$ cat config.mk
export PLATFORM = sky130hd
export DESIGN_NAME = sysref_sync_ctrl_flat
export DESIGN_NICKNAME = d
export VERILOG_FILES = /design/src/rtl/sysref_sync_ctrl_if.sv /design/src/rtl/sysref_sync_ctrl.sv /design/src/flat_wrapper.sv
export SDC_FILE = /design/constraint.sdc
export NUM_CORES = 1
export LEC_CHECK = 0
export CAP_MARGIN = 25
export CELL_PAD_IN_SITES_DETAIL_PLACEMENT = 0
export CELL_PAD_IN_SITES_GLOBAL_PLACEMENT = 1
export CORE_ASPECT_RATIO = 0.5
export CORE_MARGIN = 3
export CORE_UTILIZATION = 42
export DETAILED_ROUTE_END_ITERATION = 16
export MAX_ROUTING_LAYER = met4
export PLACE_DENSITY_LB_ADDON = 0.1
export SYNTH_ARGS = -nofsm -noshare
export SYNTH_HDL_FRONTEND = slang
export SYNTH_SLANG_ARGS = --single-unit
$ cat constraint.sdc
create_clock -name pl_clk -period 3.28 [get_ports pl_clk]
set_input_delay 0.82 -clock pl_clk [delete_from_list [all_inputs] [get_ports pl_clk]]
set_output_delay 0.82 -clock pl_clk [all_outputs]
set_load 0.005 [all_outputs]
$ cat src/rtl/sysref_sync_ctrl_if.sv
// Control/status bundle between the software-facing side and the SYSREF sequencer.
interface sysref_sync_ctrl_if #(
    parameter int CNT_W = 16
);
    logic             sysref_in;
    logic             arm;
    logic             abort;
    logic             busy;
    logic             locked;
    logic             err;
    logic [1:0]       err_code;
    logic             sync_pulse;
    logic             sysref_gated;
    logic [7:0]       edge_count;
    logic [CNT_W-1:0] last_period;

    modport master (
        output sysref_in, arm, abort,
        input  busy, locked, err, err_code, sync_pulse, sysref_gated, edge_count, last_period
    );

    modport slave (
        input  sysref_in, arm, abort,
        output busy, locked, err, err_code, sync_pulse, sysref_gated, edge_count, last_period
    );
endinterface

$ cat src/rtl/sysref_sync_ctrl.sv
// SYSREF capture sequencer: arms on request, qualifies edge-to-edge periods, locks, issues sync pulses.
// Optional build macro SYSREF_GATE_EN forwards SYSREF to the converters only while locked.
module sysref_sync_ctrl #(
    parameter int CNT_W      = 16,
    parameter int PERIOD     = 256,
    parameter int TOL        = 2,
    parameter int LOCK_EDGES = 4,
    parameter int TIMEOUT    = 1024
) (
    input  logic              pl_clk,
    input  logic              pl_rst_n,
    sysref_sync_ctrl_if.slave bus
);
    typedef enum logic [2:0] {
        ST_IDLE,
        ST_ARMED,
        ST_MEASURE,
        ST_LOCKED,
        ST_ERROR
    } state_t;

    localparam logic [1:0]     ERR_NONE    = 2'b00;
    localparam logic [1:0]     ERR_TIMEOUT = 2'b01;
    localparam logic [1:0]     ERR_PERIOD  = 2'b10;
    // Period window is evaluated one bit wider than the counter so PERIOD+TOL never wraps.
    localparam logic [CNT_W:0] LP_LO       = (CNT_W+1)'((PERIOD > TOL) ? PERIOD - TOL : 0);
    localparam logic [CNT_W:0] LP_HI       = (CNT_W+1)'(PERIOD + TOL);
    localparam logic [CNT_W:0] LP_TIMEOUT  = (CNT_W+1)'(TIMEOUT);
    localparam logic [CNT_W:0] LP_ONE_W    = (CNT_W+1)'(1);
    localparam logic [CNT_W-1:0] LP_ONE    = CNT_W'(1);
    localparam logic [7:0]     LP_LOCK     = 8'(LOCK_EDGES);

    state_t           r_state, w_state_nxt;
    logic             r_sysref_q;
    logic [CNT_W-1:0] r_cnt, w_cnt_nxt;
    logic [CNT_W:0]   w_meas;
    logic             w_edge, w_good, w_timeout;
    logic [7:0]       r_edge_count, w_edge_count_nxt, w_count_inc;
    logic [1:0]       r_err_code, w_err_code_nxt;
    logic [CNT_W-1:0] r_last_period, w_last_period_nxt;
    logic             r_busy, r_locked, r_err;
    logic             r_sync_pulse, w_sync_nxt;
    logic             r_sysref_gated, w_gated_nxt;
    logic             w_locked_nxt;

    assign w_edge       = bus.sysref_in & ~r_sysref_q;
    assign w_meas       = {1'b0, r_cnt} + LP_ONE_W;
    assign w_good       = (w_meas >= LP_LO) && (w_meas <= LP_HI);
    assign w_timeout    = (w_meas >= LP_TIMEOUT);
    assign w_count_inc  = (r_edge_count == 8'hFF) ? 8'hFF : r_edge_count + 8'd1;
    assign w_locked_nxt = (w_state_nxt == ST_LOCKED);

`ifdef SYSREF_GATE_EN
    // Requiring locked both before and after keeps the lock-completing edge and the failing edge out.
    assign w_gated_nxt = bus.sysref_in & r_locked & w_locked_nxt;
`else
    assign w_gated_nxt = bus.sysref_in;
`endif

    always_comb begin
        // NOTE: every signal gets a default first so no path leaves one unassigned, which would infer a latch.
        w_state_nxt       = r_state;
        w_err_code_nxt    = r_err_code;
        w_edge_count_nxt  = r_edge_count;
        w_last_period_nxt = r_last_period;
        w_sync_nxt        = 1'b0;
        w_cnt_nxt         = w_edge ? '0 : ((r_cnt == '1) ? r_cnt : r_cnt + LP_ONE);

        if (bus.abort) begin
            w_state_nxt      = ST_IDLE;
            w_err_code_nxt   = ERR_NONE;
            w_edge_count_nxt = 8'd0;
        end else begin
            unique case (r_state)
                ST_IDLE, ST_ERROR: begin
                    if (bus.arm) begin
                        w_state_nxt      = ST_ARMED;
                        w_err_code_nxt   = ERR_NONE;
                        w_edge_count_nxt = 8'd0;
                        w_cnt_nxt        = '0;
                    end
                end
                ST_ARMED: begin
                    if (w_edge) begin
                        w_state_nxt = ST_MEASURE;
                    end else if (w_timeout) begin
                        w_state_nxt    = ST_ERROR;
                        w_err_code_nxt = ERR_TIMEOUT;
                    end
                end
                ST_MEASURE, ST_LOCKED: begin
                    if (w_edge) begin
                        w_last_period_nxt = w_meas[CNT_W] ? '1 : w_meas[CNT_W-1:0];
                        if (w_good) begin
                            w_edge_count_nxt = w_count_inc;
                            if (r_state == ST_LOCKED || w_count_inc == LP_LOCK) begin
                                w_state_nxt = ST_LOCKED;
                                w_sync_nxt  = 1'b1;
                            end
                        end else begin
                            w_state_nxt    = ST_ERROR;
                            w_err_code_nxt = ERR_PERIOD;
                        end
                    end else if (w_timeout) begin
                        w_state_nxt    = ST_ERROR;
                        w_err_code_nxt = ERR_TIMEOUT;
                    end
                end
                default: w_state_nxt = ST_IDLE;
            endcase
        end
    end

    // NOTE: state and outputs use non-blocking assignments so every register samples pre-edge values.
    always_ff @(posedge pl_clk or negedge pl_rst_n) begin
        if (!pl_rst_n) begin
            r_state        <= ST_IDLE;
            r_sysref_q     <= 1'b0;
            r_cnt          <= '0;
            r_edge_count   <= 8'd0;
            r_err_code     <= ERR_NONE;
            r_last_period  <= '0;
            r_busy         <= 1'b0;
            r_locked       <= 1'b0;
            r_err          <= 1'b0;
            r_sync_pulse   <= 1'b0;
            r_sysref_gated <= 1'b0;
        end else begin
            r_state        <= w_state_nxt;
            r_sysref_q     <= bus.sysref_in;
            r_cnt          <= w_cnt_nxt;
            r_edge_count   <= w_edge_count_nxt;
            r_err_code     <= w_err_code_nxt;
            r_last_period  <= w_last_period_nxt;
            r_busy         <= (w_state_nxt == ST_ARMED) || (w_state_nxt == ST_MEASURE) || w_locked_nxt;
            r_locked       <= w_locked_nxt;
            r_err          <= (w_state_nxt == ST_ERROR);
            r_sync_pulse   <= w_sync_nxt;
            r_sysref_gated <= w_gated_nxt;
        end
    end

    assign bus.busy         = r_busy;
    assign bus.locked       = r_locked;
    assign bus.err          = r_err;
    assign bus.err_code     = r_err_code;
    assign bus.sync_pulse   = r_sync_pulse;
    assign bus.sysref_gated = r_sysref_gated;
    assign bus.edge_count   = r_edge_count;
    assign bus.last_period  = r_last_period;
endmodule

$ cat src/flat_wrapper.sv
// flat-port wrapper written by rule: the top's interface ports become plain ports
module sysref_sync_ctrl_flat 
#(
    parameter int CNT_W      = 16,
    parameter int PERIOD     = 256,
    parameter int TOL        = 2,
    parameter int LOCK_EDGES = 4,
    parameter int TIMEOUT    = 1024
)
  (pl_clk, pl_rst_n, bus_sysref_in, bus_arm, bus_abort, bus_busy, bus_locked, bus_err, bus_err_code, bus_sync_pulse, bus_sysref_gated, bus_edge_count, bus_last_period);
  sysref_sync_ctrl_if #(.CNT_W(CNT_W)) bus_i ();
  input  logic pl_clk;
  input  logic pl_rst_n;
  input wire logic [$bits(bus_i.sysref_in)-1:0] bus_sysref_in;
  input wire logic [$bits(bus_i.arm)-1:0] bus_arm;
  input wire logic [$bits(bus_i.abort)-1:0] bus_abort;
  output wire logic [$bits(bus_i.busy)-1:0] bus_busy;
  output wire logic [$bits(bus_i.locked)-1:0] bus_locked;
  output wire logic [$bits(bus_i.err)-1:0] bus_err;
  output wire logic [$bits(bus_i.err_code)-1:0] bus_err_code;
  output wire logic [$bits(bus_i.sync_pulse)-1:0] bus_sync_pulse;
  output wire logic [$bits(bus_i.sysref_gated)-1:0] bus_sysref_gated;
  output wire logic [$bits(bus_i.edge_count)-1:0] bus_edge_count;
  output wire logic [$bits(bus_i.last_period)-1:0] bus_last_period;
  assign bus_i.sysref_in = bus_sysref_in;
  assign bus_i.arm = bus_arm;
  assign bus_i.abort = bus_abort;
  assign bus_busy = bus_i.busy;
  assign bus_locked = bus_i.locked;
  assign bus_err = bus_i.err;
  assign bus_err_code = bus_i.err_code;
  assign bus_sync_pulse = bus_i.sync_pulse;
  assign bus_sysref_gated = bus_i.sysref_gated;
  assign bus_edge_count = bus_i.edge_count;
  assign bus_last_period = bus_i.last_period;
  sysref_sync_ctrl #(.CNT_W(CNT_W), .PERIOD(PERIOD), .TOL(TOL), .LOCK_EDGES(LOCK_EDGES), .TIMEOUT(TIMEOUT)) u_core (.pl_clk(pl_clk), .pl_rst_n(pl_rst_n), .bus(bus_i));
endmodule
==> results.json <==
{
  "hold_path_depth": 2,
  "peakVddDrop_uv": 300,
  "final_core_util": 0.540,
  "ys_seq_elements": 50,
  "place.gp.congestion": 0.895,
  "yosysUniqueCellTypes": 58,
  "cts_sinks": 50,
  "path_clk_slew_ns": 0.06,
  "clk_latency_ns": 0.29,
  "finalHoldViolCount": 0,
  "rr_startpoint": "u_core.r_cnt[0]",
  "antenna_found_initial": 0,
  "hold_path_end": "u_core.bus.last_period[10]",
  "ant_nets": 0,
  "final_area_sq_mm": 0.00338,
  "synth_nets": 317,
  "postCtsSetupRepairBufs": 0,
  "viasPerCell": 5.33,
  "grt_max_degree": 34,
  "route.detailed.drc": 0,
  "status": "completed",
  "grt-ovfl-total": 0,
  "grt_pass1_vias": 2231,
  "placed_area_sq_mm": 0.00321,
  "avgSynthCellArea_sq_um": 9.08,
  "power_density_mw_per_mm2": 439,
  "synthArstFlopShare": 1.00,
  "fin_tns_setup_ns": 0,
  "drt_iter0_drc": 102,
  "ctsHoldBuffers": 0,
  "worstRegToRegCells": 8,
  "drt_pre_antenna_iters": 4,
  "coreArea_sq_mm": 0.00626,
  "final.period_utilization": 0.868,
  "grt.total_usage": 0.181,
  "cts_inserted_buffers": 5,
  "root_buffer": "clkbuf_16",
  "nets": 350,
  "path_cells": "ha_1, nand2_1, nor4b_1, mux2i_1, and4b_4, nand3_2, o21ba_1, o22ai_2",
  "synth_area_sq_mm": 0.00280,
  "start_kind": "flip-flop",
  "cts_tree": "yes",
  "slew_violations": 0,
  "r2r_slack_ns": 0.43,
  "min_path_type": "flip-flop to flip-flop",
  "yosysSeqAreaShare": 0.448,
  "worstMarginPinSlew_ns": 0.605,
  "finClkSkew_ns": 0.00430,
  "clockBufferDepth": 2,
  "area_delta_synth_final_pct": 20.9,
  "crit_arrival_ns": 3.06,
  "ys_warn_count": 0,
  "antenna_cells": 0,
  "io_buffer_count": 35,
  "drive_above_1_share": 0.0792,
  "h-tree-depth": 2,
  "synth_edf_count": 0,
  "die_area_sq_mm": 0.00773,
  "die_h_microns": 63.7,
  "initial_core_util": 0.447,
  "setup_violations": 0,
  "p_leak_nw": 1.47,
  "io_pins": 36,
  "slowest_stage": "nor4b_1",
  "crit_type": "flip-flop to flip-flop",
  "syn_inst": 308,
  "routedWlPerCell_microns": 14.5,
  "cp-end-kind": "flip-flop",
  "drt-total-wl_microns": 6220,
  "num_vias": 2287,
  "slowest_delay_ns": 0.53,
  "rsz0062_at_grt": "no",
  "dp_hpwl_microns": 4540,
  "die_width_microns": 121,
  "maxSlewHeadroom": 0.591,
  "crit_fanout": 15,
  "fin_crit_ns": 2.85,
  "fill_cells": 591,
  "min-delay-start": "u_core.bus.last_period[10]",
  "fmax_mhz": 351,
  "grt_first_pass_wirelength_microns": 10800,
  "max_cap_violations": 0,
  "rows": 20,
  "r2r_end": "u_core.bus.edge_count[4]",
  "worstPathRequired_ns": 3.49,
  "cts_resized": 0,
  "synth-main-ff-cell": "dfrtp_1"
}
-- registers in the layout (all words and copies together) (netlist names) --
register                cells
u_core.bus.last_period     16
u_core.r_cnt               16
u_core.bus.edge_count       8
u_core.r_state              3
u_core.bus.err_code         2
u_core.bus.busy             1
u_core.bus.err              1
u_core.bus.locked           1
u_core.bus.sync_pulse       1
u_core.r_sysref_q           1
-- worst max path at each step --
stage                    start                       end  slack, ns  depth (start not counted)
5_1_grt        u_core.r_cnt[0]  u_core.bus.edge_count[4]       0.13                          8
4_1_cts        u_core.r_cnt[0]  u_core.bus.edge_count[4]       0.40                          8
3_3_place_gp     bus_sysref_in  u_core.bus.edge_count[4]       0.46                          7
3_5_place_dp     bus_sysref_in  u_core.bus.edge_count[4]       0.36                          7
6_report       u_core.r_cnt[0]  u_core.bus.edge_count[4]       0.43                          8
2_1_floorplan  u_core.r_cnt[0]  u_core.bus.edge_count[3]       0.86                          9
-- area by class of cell --
cell class	count	area [sq um]	share of cell area
multi-input cells	230	1420	0.420
flip-flops and latches	50	1250	0.370
repair buffers	39	375	0.111
clock buffers	6	139	0.0411
well taps	88	110	0.0326
inverters	15	56.3	0.0167
clock inverters	1	30.0	0.00888
-- cells in the final DEF (no fill, tap or decap), types with 3 or more instances in the layout --
master           Yosys  final
o21ai_1              5      5
a31oi_1             10     10
inv_1               15     15
xor2_1               5      5
and4_1               3      3
dfrtp_1             50     50
clkdlybuf4s50_1      0     34
or2_2                4      4
nor4_1               4      4
xnor2_1              6      6
o21ai_0             19     19
and2_1               4      4
nand4_1              3      3
ha_1                 4      4
and3_1               9      9
buf_4                3      4
nor2_1              48     48
mux2i_1              4      4
nand3_1              9      9
nor2b_1              7      7
nor3_1               6      6
nand2_1             26     26
clkbuf_16            0      5
nand2b_1             3      3
a211oi_1             4      4
a21oi_1              8      8
-- routing by layer --
metal  wire, microns  share of wire  GRT usage  vias up
met1            3350           0.54      0.259     1084
li1                -              -          -     1160
met2            2580           0.41      0.251       34
met5               0              0          -        -
met3             209          0.034     0.0466        9
met4              83          0.013     0.0517        0
-- kinds of logic after synthesis --
logic type / synth area share
compound gates: 0.184
buf+inv: 0.0448
fa+ha+maj: 0.0179
xor+xnor: 0.0345
simple gates: 0.253
mux: 0.0184
flops: 0.448
-- power breakdown --
part / internal, mW / switching, mW
Sequential: 0.648 / 0.0320
Combinational: 0.0961 / 0.111
Clock: 0.376 / 0.221
Total: 1.12 / 0.364
-- stage by stage --
stage / hold WS (ns) / worst slack (ns) / instances / power [mW]
3_3_place_gp: 0.462 / 0.461 / 422 / 0.897
3_5_place_dp: 0.470 / 0.365 / 422 / 0.901
5_1_grt: 0.501 / 0.133 / 429 / 1.57
2_1_floorplan: 0.473 / 0.864 / 308 / 0.817
6_report: 0.476 / 0.432 / 429 / 1.48
4_1_cts: 0.485 / 0.396 / 429 / 1.50
-- worst max-delay path, delay by kind of cell, from the launching register on --
kind            cells  cell delay, ns
compound gates      2            0.42
fa+ha+maj           1            0.27
flops               1            0.43
mux                 1            0.28
simple gates        4            1.36
-- synth_stat cells (all sizes together) (5+ instances only) --
cell type	instances	area [sq um]
a21oi	8	40.0
a31oi	11	83.8
and3	9	56.3
buf	5	38.8
clkbuf	8	30.0
dfrtp	50	1250
inv	15	56.3
nand2	26	97.6
nand3	10	55.1
nor2	49	186
nor2b	7	43.8
nor3	6	30.0
o21ai	24	120
xnor2	6	52.6
xor2	5	43.8
No activity file was read; power rests on OpenSTA's default activity.
